## src/rtl/fetch_pkg.sv

```systemverilog
// fetch_pkg: FSM state encoding and shared constants for the instruction fetch unit.
package fetch_pkg;

    // Request sequencing states: IDLE decides whether to fetch, REQ waits for the
    // cache, RELEASE drops the request for one cycle so the cache can go idle.
    typedef enum logic [1:0] {
        IDLE    = 2'd0,
        REQ     = 2'd1,
        RELEASE = 2'd2
    } fetch_state_t;

    // PC loaded at reset unless the instantiation overrides it.
    localparam logic [31:0] DEFAULT_RESET_PC = 32'h0000_0000;

    // Byte distance between consecutive instruction words.
    localparam int INST_INCR = 4;

endpackage

```

## src/rtl/fetch_fifo.sv

```systemverilog
// fetch_fifo: synchronous FIFO holding {pc, instruction} entries for decode.
// Push and pop may happen together at any occupancy; flush empties it and wins
// over both. No bypass path: a word pushed into an empty FIFO shows up one cycle later.
module fetch_fifo
    import fetch_pkg::*;
#(
    parameter int DATA_W     = 64,
    parameter int DEPTH      = 2,
    parameter int LOG2_DEPTH = 1
) (
    input  logic              clk,
    input  logic              rst,
    input  logic              i_push,
    input  logic [DATA_W-1:0] i_data,
    input  logic              i_pop,
    input  logic              i_flush,
    output logic              o_valid,
    output logic [DATA_W-1:0] o_data,
    output logic              o_full
);

    logic [DATA_W-1:0]     r_mem [DEPTH];
    logic [LOG2_DEPTH-1:0] r_wr_ptr;
    logic [LOG2_DEPTH-1:0] r_rd_ptr;
    logic [LOG2_DEPTH:0]   r_count;

    logic w_empty;
    logic w_full;
    logic w_do_push;
    logic w_do_pop;

    assign w_empty = (r_count == '0);
    assign w_full  = (r_count == (LOG2_DEPTH + 1)'(DEPTH));

    // A pop in the same cycle frees the slot, so a push into a full FIFO is legal then.
    assign w_do_pop  = i_pop && !w_empty && !i_flush;
    assign w_do_push = i_push && !i_flush && (!w_full || w_do_pop);

    assign o_valid = !w_empty;
    assign o_full  = w_full;
    // Drive zeros while empty so decode never sees stale storage contents.
    assign o_data  = w_empty ? '0 : r_mem[r_rd_ptr];

    // Entry storage: data only, no reset needed.
    always_ff @(posedge clk) begin
        if (w_do_push) begin
            r_mem[r_wr_ptr] <= i_data;
        end
    end

    // Pointers wrap naturally because DEPTH is a power of two.
    always_ff @(posedge clk or posedge rst) begin
        if (rst) begin
            r_wr_ptr <= '0;
            r_rd_ptr <= '0;
        end else if (i_flush) begin
            r_wr_ptr <= '0;
            r_rd_ptr <= '0;
        end else begin
            if (w_do_push) begin
                r_wr_ptr <= r_wr_ptr + LOG2_DEPTH'(1);
            end
            if (w_do_pop) begin
                r_rd_ptr <= r_rd_ptr + LOG2_DEPTH'(1);
            end
        end
    end

    // Occupancy tracking, LOG2_DEPTH+1 bits so that "full" is representable.
    always_ff @(posedge clk or posedge rst) begin
        if (rst) begin
            r_count <= '0;
        end else if (i_flush) begin
            r_count <= '0;
        end else begin
            case ({w_do_push, w_do_pop})
                2'b10:   r_count <= r_count + (LOG2_DEPTH + 1)'(1);
                2'b01:   r_count <= r_count - (LOG2_DEPTH + 1)'(1);
                default: r_count <= r_count;
            endcase
        end
    end

endmodule

```

## src/rtl/fetch_unit.sv

```systemverilog
// fetch_unit: instruction fetch stage in front of the instruction cache.
// Owns the PC, issues one cache request at a time (req held until valid, then
// dropped for one cycle), buffers returned words in fetch_fifo and hands
// {pc, instruction} to decode. Redirects from execute flush the buffer and
// discard any word still in flight.
// Optional build macro FETCH_TIMEOUT_EN: adds a watchdog that raises a sticky
// fetch_error after TIMEOUT_CYCLES consecutive cycles waiting in REQ.
module fetch_unit
    import fetch_pkg::*;
#(
    parameter int                    ADDR_WIDTH      = 32,
    parameter int                    WORD_WIDTH      = 32,
    parameter logic [ADDR_WIDTH-1:0] RESET_PC        = ADDR_WIDTH'(DEFAULT_RESET_PC),
    parameter int                    FIFO_DEPTH      = 2,
    parameter int                    LOG2_FIFO_DEPTH = 1,
    parameter int                    TIMEOUT_CYCLES  = 1024
) (
    input  logic                  clk,
    input  logic                  rst,
    output logic                  cache_req,
    output logic [ADDR_WIDTH-1:0] cache_addr,
    input  logic                  cache_valid,
    input  logic [WORD_WIDTH-1:0] cache_data,
    input  logic                  redirect_valid,
    input  logic [ADDR_WIDTH-1:0] redirect_pc,
    output logic                  inst_valid,
    output logic [WORD_WIDTH-1:0] inst_data,
    output logic [ADDR_WIDTH-1:0] inst_pc,
    input  logic                  inst_ready,
    output logic                  fetch_error
);

    localparam int ENTRY_W = ADDR_WIDTH + WORD_WIDTH;

    fetch_state_t r_state;
    fetch_state_t w_next_state;

    logic [ADDR_WIDTH-1:0] r_pc;
    logic [ADDR_WIDTH-1:0] r_fetch_addr;
    logic                  r_discard;

    logic [ADDR_WIDTH-1:0] w_redirect_target;
    logic [ADDR_WIDTH-1:0] w_pc_incr;
    logic                  w_issue;
    logic                  w_push;
    logic                  w_pop;
    logic                  w_fifo_full;
    logic                  w_head_valid;
    logic [ENTRY_W-1:0]    w_head;
    logic [ENTRY_W-1:0]    w_push_entry;

    // Redirect targets are word aligned; the two low bits are dropped.
    assign w_redirect_target = redirect_pc & ~ADDR_WIDTH'(3);
    assign w_pc_incr         = r_pc + ADDR_WIDTH'(INST_INCR);

    // The outstanding request is visible exactly while sitting in REQ.
    assign cache_req  = (r_state == REQ);
    assign cache_addr = r_fetch_addr;

    // Next-state and per-cycle strobes for the request sequencer.
    always_comb begin
        w_next_state = r_state;
        w_issue      = 1'b0;
        w_push       = 1'b0;
        case (r_state)
            IDLE: begin
                if (!w_fifo_full && !redirect_valid) begin
                    w_next_state = REQ;
                    w_issue      = 1'b1;
                end
            end
            REQ: begin
                // The cache cannot abandon a miss, so REQ only exits on a response.
                if (cache_valid) begin
                    w_next_state = RELEASE;
                    w_push       = !r_discard && !redirect_valid;
                end
            end
            RELEASE: begin
                w_next_state = IDLE;
            end
            default: begin
                w_next_state = IDLE;
            end
        endcase
    end

    // Sequencer state register.
    always_ff @(posedge clk or posedge rst) begin
        if (rst) begin
            r_state <= IDLE;
        end else begin
            r_state <= w_next_state;
        end
    end

    // Program counter: redirect has priority over the post-response increment.
    always_ff @(posedge clk or posedge rst) begin
        if (rst) begin
            r_pc <= RESET_PC;
        end else if (redirect_valid) begin
            r_pc <= w_redirect_target;
        end else if (r_state == REQ && cache_valid && !r_discard) begin
            r_pc <= w_pc_incr;
        end
    end

    // Latch the fetch address on issue so it stays stable for the whole request,
    // even if a redirect moves the PC while the cache is still working.
    always_ff @(posedge clk or posedge rst) begin
        if (rst) begin
            r_fetch_addr <= RESET_PC;
        end else if (w_issue) begin
            r_fetch_addr <= r_pc;
        end
    end

    // Discard marks an in-flight request made stale by a redirect. A redirect
    // arriving together with the response drops that word directly instead.
    always_ff @(posedge clk or posedge rst) begin
        if (rst) begin
            r_discard <= 1'b0;
        end else if (r_state == REQ) begin
            if (cache_valid) begin
                r_discard <= 1'b0;
            end else if (redirect_valid) begin
                r_discard <= 1'b1;
            end
        end
    end

    assign w_push_entry = {r_fetch_addr, cache_data};
    assign w_pop        = w_head_valid && inst_ready;

    fetch_fifo #(
        .DATA_W     (ENTRY_W),
        .DEPTH      (FIFO_DEPTH),
        .LOG2_DEPTH (LOG2_FIFO_DEPTH)
    ) u_fifo (
        .clk     (clk),
        .rst     (rst),
        .i_push  (w_push),
        .i_data  (w_push_entry),
        .i_pop   (w_pop),
        .i_flush (redirect_valid),
        .o_valid (w_head_valid),
        .o_data  (w_head),
        .o_full  (w_fifo_full)
    );

    assign inst_valid = w_head_valid;
    assign inst_pc    = w_head[ENTRY_W-1:WORD_WIDTH];
    assign inst_data  = w_head[WORD_WIDTH-1:0];

`ifdef FETCH_TIMEOUT_EN
    localparam int TO_W = $clog2(TIMEOUT_CYCLES) + 1;
    localparam logic [TO_W-1:0] TO_LAST = TO_W'(TIMEOUT_CYCLES - 1);

    logic [TO_W-1:0] r_to_cnt;
    logic            r_fetch_error;

    // Watchdog: count consecutive REQ cycles; the FSM keeps waiting regardless.
    always_ff @(posedge clk or posedge rst) begin
        if (rst) begin
            r_to_cnt      <= '0;
            r_fetch_error <= 1'b0;
        end else begin
            if (r_state != REQ) begin
                r_to_cnt <= '0;
            end else if (r_to_cnt != TO_LAST) begin
                r_to_cnt <= r_to_cnt + TO_W'(1);
            end
            if (r_state == REQ && r_to_cnt == TO_LAST) begin
                r_fetch_error <= 1'b1;
            end
        end
    end

    assign fetch_error = r_fetch_error;
`else
    // Watchdog compiled out: the flag is constant low and TIMEOUT_CYCLES has no effect.
    assign fetch_error = (TIMEOUT_CYCLES > 0) ? 1'b0 : 1'b0;
`endif

endmodule

```

## config.mk

```make
export PLATFORM = sky130hd
export DESIGN_NAME = fetch_unit
export DESIGN_NICKNAME = d
export VERILOG_FILES = /design/src/rtl/fetch_pkg.sv /design/src/rtl/fetch_fifo.sv /design/src/rtl/fetch_unit.sv
export SDC_FILE = /design/constraint.sdc
export NUM_CORES = 1
export LEC_CHECK = 0
export CAP_MARGIN = 5
export CELL_PAD_IN_SITES_DETAIL_PLACEMENT = 1
export CELL_PAD_IN_SITES_GLOBAL_PLACEMENT = 1
export CORE_UTILIZATION = 41
export CTS_CLUSTER_DIAMETER = 150
export CTS_CLUSTER_SIZE = 20
export DETAILED_ROUTE_END_ITERATION = 8
export PLACE_DENSITY = 0.77
export SYNTH_ARGS = -nofsm -noshare
export SYNTH_HDL_FRONTEND = slang
export SYNTH_SLANG_ARGS = --single-unit
```

## constraint.sdc

```tcl
create_clock -name clk -period 7.7 [get_ports clk]
set_input_delay 0.77 -clock clk [delete_from_list [all_inputs] [get_ports clk]]
set_output_delay 0.77 -clock clk [all_outputs]
set_load 0.05 [all_outputs]
```

=== After elaboration in Yosys (flattened, before gate mapping) ===
Memories as Yosys holds them, arrays and structs flattened.
Index checks and enable logic that the tools add are counted.

* Register bits after elaboration: 71
* Bits in latches: 0
* RAM bits: 128
* ROM bits: 0
* Input bits: 69
* Output and inout port bits: 99
* Word-level logic and storage cells: 62
* Memories: 1

{| class="wikitable"
|+ Memory list
! name !! words !! bits a word !! read ports !! clocked after Yosys merged registers in !! wr ports !! RTL line !! source
|-
| u_fifo.r_mem || 2 || 64 || 1 || 0 || 1 || fetch_fifo.sv:22 || <nowiki>logic [DATA_W-1:0] r_mem [DEPTH];</nowiki>
|}

* Add/subtract/negate cells: 5
* $mul: 0
* Div/mod/pow operators: 0
* Order comparisons: 0
* Eq/ne operators: 6
* Shift operators: 0
* Multiplexer cells: 20
* Bitwise gates (word level): 0
* Reductions and logical operators: 23

{| class="wikitable"
|+ Operators with widths
! cell !! count
|-
| $mux 32 || 2
|-
| $mux 64 || 1
|-
| $add 32x3->32 const B || 1
|-
| $mux 1 || 12
|-
| $logic_and 1x1->1 || 9
|-
| $pmux 2 s2 || 2
|-
| $reduce_bool 2->1 || 4
|-
| $mux 2 || 3
|-
| $eq 2x1->1 const B || 2
|-
| $eq 2x2->1 const B || 2
|-
| $logic_not 1->1 || 4
|-
| $logic_not 2->1 || 2
|-
| $reduce_and 2->1 || 2
|-
| $reduce_bool 3->1 || 1
|-
| $add 1x1->1 const B || 2
|-
| $add 2x1->2 const B || 1
|-
| $ne 2x1->1 const B || 1
|-
| $ne 2x2->1 const B || 1
|-
| $sub 2x1->2 const B || 1
|-
| $logic_or 1x1->1 || 1
|}

=== Longest topological paths before layout ===
Gate-level depths: netlist (run 1).

* Depth in word-level cells: 10
* Depth in mapped cells: 7
* Gate-level depth less buffers: 5

=== Modules after synthesis ===
A second synthesis (run 1) with hierarchy kept.

* Cells, all modules: 568
* Area total of the unflattened synthesis: 8075.2 um^2

{| class="wikitable"
|+ Modules (own cells, without submodules)
! module !! times used !! cells each !! area each (um^2) !! seq. area each (um^2)
|-
| fetch_fifo || 1 || 298 || 5103.6 || 3943.8
|-
| fetch_unit || 1 || 270 || 2971.6 || 1576.5
|}

=== Worst setup path after synthesis (run 1) ===
OpenSTA, ideal clock, no wires.

* Path type: in2reg
* Start point: input port cache_valid
* End point: memory u_fifo.r_mem[1][0], enable pin
* Library setup time: 571 ps
* Data arrival time: 6229 ps
* Data required time: 7129 ps
* Setup slack: 899 ps
* Stages: 3
* Buffers on the path: 0
* Cell sequence: nor4bb_1 o21ai_0 nor3b_1

* Word-level cells in the longest chain between the ends: 6

{| class="wikitable"
|+ RTL lines
! what !! RTL line !! source
|-
| start: declaration || fetch_unit.sv:22 || <nowiki>input logic cache_valid,</nowiki>
|-
| $mux 1 || fetch_unit.sv:74 || <nowiki>if (cache_valid) begin</nowiki>
|-
| $mux 1 || fetch_unit.sv:65 || <nowiki>case (r_state)</nowiki>
|-
| $logic_and 1x1->1 (2 in series) || fetch_fifo.sv:37 || <nowiki>assign w_do_push = i_push && !i_flush && (!w_full || w_do_pop);</nowiki>
|-
| $mux 1 || fetch_fifo.sv:46 || <nowiki>if (w_do_push) begin</nowiki>
|-
| $mux 1 (not written as such) || fetch_fifo.sv:47 || <nowiki>r_mem[r_wr_ptr] <= i_data;</nowiki>
|-
| end: declaration || fetch_fifo.sv:22 ||
|}

No other way between the ends.

=== Final worst setup path (run 1) ===
* Start point: register u_fifo.r_count[1]
* End point: output port inst_pc[18]

* Word-level cells in the longest chain between the ends: 2

{| class="wikitable"
|+ RTL lines
! what !! RTL line !! source
|-
| start: declaration || fetch_fifo.sv:25 || <nowiki>logic [LOG2_DEPTH:0] r_count;</nowiki>
|-
| start signal: assignment || fetch_fifo.sv:77 || <nowiki>2'b10: r_count <= r_count + (LOG2_DEPTH + 1)'(1);</nowiki>
|-
| start signal: assignment || fetch_fifo.sv:78 || <nowiki>2'b01: r_count <= r_count - (LOG2_DEPTH + 1)'(1);</nowiki>
|-
| start signal: assignment || fetch_fifo.sv:79 || <nowiki>default: r_count <= r_count;</nowiki>
|-
| $logic_not 2->1 || fetch_fifo.sv:32 || <nowiki>assign w_empty = (r_count == '0);</nowiki>
|-
| $mux 64 || fetch_fifo.sv:42 || <nowiki>assign o_data = w_empty ? '0 : r_mem[r_rd_ptr];</nowiki>
|-
| end: declaration || fetch_unit.sv:28 || <nowiki>output logic [ADDR_WIDTH-1:0] inst_pc,</nowiki>
|}

No other way between the ends.

==> results of run 1 <==
-- layer usage --
layer  global-route usage, %  vias up  part of all wire [%]  routed length (µm)
met2                   34.54      123                    51                9642
li1                        -     2444                     -                   -
met3                   3.057       23                   3.2                 600
met1                   24.32     2600                    43                8122
met4                   6.979        0                   2.0                 381
met5                       0        -                     0                   0
-- flip-flops by register name, indices dropped and copies added (netlist names) --
name             flops
cache_addr          30
r_discard            1
r_pc                30
r_state              2
u_fifo.r_count       2
u_fifo.r_mem       124
u_fifo.r_rd_ptr      1
u_fifo.r_wr_ptr      1
-- power breakdown --
group	switching [mW]	internal (mW)
combinational	0.589	0.330
sequential	0.141	1.27
clock	0.364	0.497
-- stage by stage --
stage / total power [mW] / util (%)
2_1_floorplan: 1.988 / -
3_3_place_gp: 2.319 / 51.84
3_5_place_dp: 2.352 / 51.84
4_1_cts: 3.217 / 55.01
5_1_grt: 3.302 / 55.01
6_report: 3.187 / 55.01
-- synthesized netlist by cell type, drive strengths merged (2+ instances only) --
master | n | share of area, %
a21oi | 3 | 0.19
a31oi | 11 | 0.87
and2 | 2 | 0.16
and3 | 3 | 0.24
and4 | 6 | 0.67
buf | 18 | 1.2
clkbuf | 18 | 0.86
dfrtp | 67 | 21
edfxtp | 124 | 47
inv | 6 | 0.29
mux2 | 29 | 4.1
mux2i | 64 | 8.1
nand2 | 34 | 1.6
nand2b | 3 | 0.24
nand3 | 10 | 0.63
nand4 | 11 | 0.87
nor2 | 82 | 3.9
nor3 | 5 | 0.32
nor4 | 5 | 0.40
o211ai | 5 | 0.48
o21ai | 14 | 0.89
o31a | 4 | 0.44
o31ai | 9 | 0.86
or3 | 2 | 0.16
or4 | 16 | 1.5
xnor2 | 6 | 0.67
xor2 | 6 | 0.67
-- layout make-up --
class,count,area (µm²)
clock buffer,25,549.3
clock inverter,7,45.04
fill,1858,8444
inverter,6,22.52
multi-input combinational,346,2349
sequential,191,5404
tap,234,292.8
timing repair buffer,168,1662
-- how the worst max path moves through the flow --
stage,startpoint,to,depth (start not counted)
2_1_floorplan,cache_valid,u_fifo.r_mem[1][0],3
3_3_place_gp,cache_valid,u_fifo.r_mem[1][19],5
3_5_place_dp,cache_valid,u_fifo.r_mem[1][34],5
4_1_cts,u_fifo.r_count[1],inst_pc[18],4
5_1_grt,u_fifo.r_count[1],inst_pc[18],4
6_report,u_fifo.r_count[1],inst_pc[18],4
-- cell usage in the layout (no fill, tap or decap), types with 9 or more instances in the layout --
cell	n
clkbuf_16	20
nand3_1	10
edfxtp_1	124
nand4_1	11
a31oi_1	11
mux2i_1	64
nor2_1	81
clkdlybuf4s50_1	160
dfrtp_1	66
nand2_1	34
or4_1	16
mux2_2	29
o21ai_0	14
o31ai_1	9
-- kinds of logic after synthesis --
| group | after synthesis | synth area share (%) |
|---|---|---|
| AO/OA/AOI/OAI | 50 | 4.151 |
| XOR/XNOR | 12 | 1.331 |
| adder cells (fa/ha/maj) | 1 | 0.1584 |
| buffers and inverters | 42 | 2.297 |
| flip-flops | 191 | 68.38 |
| multiplexers | 93 | 12.25 |
| other | 1 | 0.04748 |
| AND/OR/NAND/NOR | 185 | 11.39 |
==> results.md, run 1 <==
* Largest net degree at the start of global routing at 68
* WP data required at 6.93 ns
* CTS tree: done
* Worst skew pair latency at 0.42 ns
* Synth Cell Area at 7898 µm²
* Tightest Pin Transition at 1.145 ns
* Postcts setup bufs at 0
* Vias in the first global route at between 5000 and 6000
* Status: completed
* Post-layout min period at 3.622 ns
* Gate count of the mapped netlist at 575
* Hold_buf cts at 0
* Final HPWL DP at 12610 µm
* Path depth of the worst reg2reg path at 4
* Sequential area share after synthesis at 68.38%
* Final setup viols at 0
* Final Max Tran Viols at 0
* Drt total wl at 18750 µm
* Slew headroom at 23.68%
* Post-synthesis register bit count at 191
* Non-filler cells, final at 977
* Diodes inserted at 0
* Peak supply drop at about 0.18 mV
* CP Cell Sequence: nor2_4, buf_4, nor2_1, clkdlybuf4s50_1
* Post-cts resize count at 0
* Clock net sink count at 191
* Std cell rows at 50
* Hold_sp: cache_addr[14]
* Buf+Inv Stages, Crit Path at 2
* Crit Reg-Reg Endpoint: u_fifo.r_mem[1][37]
* Setup tns final at 0 ns
* Htree depth at 4
* Initial antenna violation count at 0
* CTS buffer count at 17
* Fin area at 10320 µm²
* Die W at approximately 140 µm
* Max Fclk at between 200 and 300 MHz
* Die Height at 140.8 µm
* Dpl cells at 945
* Clock Skew at 0.006373 ns
* Clock slew seen by the registers of the worst setup and hold paths at 0.07 ns
* Fin nets at 800
* Power Dens Cells at 308.7 nW/µm²
* R2R Setup Slk at 4.62 ns
* Hold Path End: u_fifo.r_mem[1][46]
* Slowest-stage cell, CP: clkdlybuf4s50_1
* Layout cells sized above 1 at 9.825%
* Final hold violations at 0
* Post-DP Area at approximately 10000 µm²
* Final weighted congestion in routability-driven placement at ~0.82
* Lkg Pwr at ~3.5 nW
* DR vias at between 5000 and 6000
* Port bufs at 160
* Min Hold Slack at roughly 0.50 ns
* Reg-to-reg critical path startpoint: r_state[0]
* DRT Pass-1 Iters at 5
* GRT Total Usage at 19.54%
* Root buf cell: clkbuf_16
* Initial drt markers at between 200 and 300
* YS warnings at 0
* Unrepaired setup endpoints after global routing: false
* Post-synth EDFFs at around 120
* Number of remaining DRC errors at 0
* DR vias/cell at 5.312
* Initial core utilization at 42.08%
* Hold depth at 0
* Critical Path End Type: output pin
* IO Count at approximately 170
* Delay-heaviest family, CP: buffers and inverters
* Worst slack at placement at 3.731 ns
* First-pass GRT wire length at approximately 30000 µm
* Setup crit start kind: flip-flop
* CP Class: flip-flop to output pin
* Die footprint at 19820 µm²
* Synthesis-to-finish area growth at 30.72%
* Core area at about 19000 µm²
* Antenna-violating nets left at 0
* WP data arrival at about 2.9 ns
* Syn Area/Cell at 13.73 µm²
* CP max stage delay at 0.73 ns
* Grt ovf at 0
* Crit path max fanout at 38
* Distinct cells, synth at 41
* Wire per inst at 19.19 µm
* Fin crit share at 47.03%
* CTS Buffer Depth at 2
* Setup ws final at 4.078 ns
* Top_reg_cell synth: edfxtp_1
* Ys async rst share at about a third
* Maxcap violations at 0
* Hold WC Path Type: flip-flop to flip-flop
No activity file was read; power rests on OpenSTA's default activity.
==> run 2, diff against run 1 <==
--- a/config.mk
+++ b/config.mk
@@ -8,11 +8,11 @@
 export CAP_MARGIN = 5
 export CELL_PAD_IN_SITES_DETAIL_PLACEMENT = 1
 export CELL_PAD_IN_SITES_GLOBAL_PLACEMENT = 1
-export CORE_UTILIZATION = 41
+export CORE_UTILIZATION = 37
 export CTS_CLUSTER_DIAMETER = 150
 export CTS_CLUSTER_SIZE = 20
 export DETAILED_ROUTE_END_ITERATION = 8
-export PLACE_DENSITY = 0.77
+export PLACE_DENSITY = 0.73
 export SYNTH_ARGS = -nofsm -noshare
 export SYNTH_HDL_FRONTEND = slang
 export SYNTH_SLANG_ARGS = --single-unit
==> constraint.sdc (replaced) <==
create_clock -name clk -period 3.26 [get_ports clk]
set_input_delay 0.326 -clock clk [delete_from_list [all_inputs] [get_ports clk]]
set_output_delay 0.326 -clock clk [all_outputs]
set_load 0.05 [all_outputs]
==> run 2 against run 1 <==
Against the previous run:
- global-route usage down 2.0 points
- setup slack worse by 3.8 ns
- non-clock buffer count grew 3
- highest routed layer unchanged
==> results.md, run 2 (same netlist as run 1, synthesis figures left out) <==
* DR vias/cell at 5.054 (-4.9%)
* Max Fclk at 331.6 MHz
* Die Height at 148.1 µm (+5.2%)
* Clock Skew at 0.007816 ns (+0.001443 ns)
* Tightest Pin Transition at 0.7027 ns (-0.4421 ns)
* Core area at 20960 µm² (+12%)
* Sequential power share at 44.0% (about the same)
* Hold_buf cts at 0 (unchanged)
* Reg with most FFs: u_fifo.r_mem
* Top sig layer: met4
* DRT Pass-1 Iters at 4 (-1)
* Post-layout min period at 3.015 ns
* IO Count at 168 (unchanged)
* Lkg Pwr at 3.570 nW (+0.71%)
* Port bufs at 160 (unchanged)
* Setup tns final at 0 ns (unchanged)
* Switching pwr at 2.648 mW (+140%)
* Power Dens Cells at 719.5 nW/µm² (+130%)
* Min Hold Slack at 0.2472 ns (-0.2485 ns)
* Postcts setup bufs at 0 (unchanged)
* Antenna-violating nets left at 0 (unchanged)
* Path depth of the worst reg2reg path at 5 (+1)
* CP Class: flip-flop to output pin
* Initial drt markers at 223 (-20%)
* Final weighted congestion in routability-driven placement at 0.7526 (-7.9%)
* Leading cell types in the layout, fill and taps excluded: clkdlybuf4s50_1 (160), edfxtp_1 (124), nor2_1 (81)
* Die W at 148.1 µm (+5.2%)
* Root buf cell: clkbuf_16
* Reg-to-reg critical path startpoint: r_pc[2]
* Hold WC Path Type: input port to asynchronous set/reset pin
* Vias in the first global route at 5502 (-0.31%)
* Final Max Tran Viols at 0 (unchanged)
* Clock slew seen by the registers of the worst setup and hold paths at 0.07 ns (about the same)
* Maxcap violations at 0 (unchanged)
* Clock net sink count at 191 (unchanged)
* Std cell rows at 53 (+6.0%)
* Htree depth at 4 (unchanged)
* Final setup viols at 0 (unchanged)
* Crit Reg-Reg Endpoint: r_pc[28]
* Peak supply drop at 0.3129 mV (+76%)
* Initial antenna violation count at 0 (unchanged)
* Sw Share at 35.22% (+0.89 points)
* WL met3 at 596 µm (-0.67%)
* Wire per inst at 18.30 µm (-4.6%)
* WL met1 at 8317 µm (+2.4%)
* Slew headroom at 53.15% (+29 points)
* Die footprint at 21930 µm² (+11%)
* Largest net degree at the start of global routing at 64 (-5.9%)
* Worst skew pair latency at 0.43 ns (about the same)
* DR vias at 5160 (-0.58%)
* Status: completed
* Synthesis-to-finish area growth at 32.32%
* Initial core utilization at 37.69% (-4.4 points)
* Max reg flops at 124 (unchanged)
* Comb pwr share at 29.4% (+0.6 points)
* CTS tree: done
* GRT Total Usage at 17.53% (-2.0 points)
* Grt ovf at 0 (unchanged)
* Final HPWL DP at 12850 µm (+2.0%)
* Diodes inserted at 0 (unchanged)
* Commonest non-fill, non-tap cell in the layout: clkdlybuf4s50_1
* Fin nets at 803 (+0.38%)
* CTS buffer count at 17 (unchanged)
* Int Pwr at 4.871 mW (+130%)
* WL met2 at 9448 µm (-2.0%)
* Critical Path End Type: output pin
* First-pass GRT wire length at 29590 µm (+0.12%)
* WP data required at 2.93 ns (-4.00 ns)
* Final hold violations at 0 (unchanged)
* CTS Buffer Depth at 2 (unchanged)
* Unrepaired setup endpoints after global routing: false
* Setup crit start kind: flip-flop
* Clk pwr share at 26.6% (-0.4 points)
* Crit path max fanout at 27 (-29%)
* Layout cells sized above 1 at 10.59% (+0.76 points)
* Number of remaining DRC errors at 0 (unchanged)
* WP data arrival at 2.69 ns (-0.16 ns)
* Drt total wl at 18690 µm (-0.32%)
* Post-cts resize count at 0 (unchanged)
* R2R Setup Slk at 0.78 ns (-3.84 ns)
* Fin crit share at 92.49%
## run 2: changes by cell type in the layout (fill, tap and decap cells not counted), sizes merged
cell / previous run / this run
clkbuf: 25 / 18
inv: 7 / 12
buf: 8 / 11
bufinv: 0 / 1
clkinv: 5 / 6
## run 2: per-layer routing
| layer | up-vias | global-route usage (%) |
|---|---|---|
| met2 | 115 | 30.28 |
| met4 | 0 | 6.289 |
| li1 | 2444 | - |
| met3 | 23 | 3.037 |
| met5 | - | 0 |
| met1 | 2578 | 22.10 |
## run 2: worst max-delay path, cell delays in order (launching register included)
cell             delay (ns)
dfrtp_4                0.75
buf_4                  0.40
mux2i_1                0.13
nor2_1                 0.13
clkdlybuf4s50_1        0.82
## run 2: per-stage QoR
step	area, µm²	worst slack, ns	cells	util (%)	total power, mW
6_report	10450	0.2447	1021	49.87	7.519
5_1_grt	10450	0.1494	1021	49.87	7.783
3_5_place_dp	9881	0.5116	989	47.15	5.596
4_1_cts	10450	0.2297	1021	49.87	7.588
2_1_floorplan	7950	0.1059	579	-	4.705
3_3_place_gp	9881	0.6615	989	47.15	5.516
## run 2: how the worst max path moves through the flow
| stage | from | to | slack [ns] | cells after the start |
|---|---|---|---|---|
| 2_1_floorplan | r_discard | u_fifo.r_mem[1][0] | 0.11 | 3 |
| 3_3_place_gp | cache_valid | r_pc[30] | 0.66 | 5 |
| 3_5_place_dp | cache_valid | r_pc[28] | 0.51 | 5 |
| 4_1_cts | u_fifo.r_rd_ptr | inst_data[10] | 0.23 | 4 |
| 5_1_grt | u_fifo.r_rd_ptr | inst_data[10] | 0.15 | 4 |
| 6_report | u_fifo.r_rd_ptr | inst_data[10] | 0.24 | 4 |
## run 2: cell type report
type                       count  area (µm²)
clock buffer                  18       439.2
clock inverter                14       130.1
fill                        2146       10510
inverter                       6       22.52
multi-input combinational    346        2376
sequential                   191        5404
tap                          275       344.1
timing repair buffer         171        1734
## run 2: power groups by stage
| stage | logic, mW | registers [mW] | clock network (mW) |
|---|---|---|---|
| detailed placement | 2.23 | 3.37 | 0 |
| CTS | 2.24 | 3.32 | 2.04 |
| finish | 2.21 | 3.31 | 2.00 |
| floorplan | 0.848 | 3.86 | 0 |
| global route | 2.31 | 3.36 | 2.11 |
| global placement | 2.19 | 3.33 | 0 |
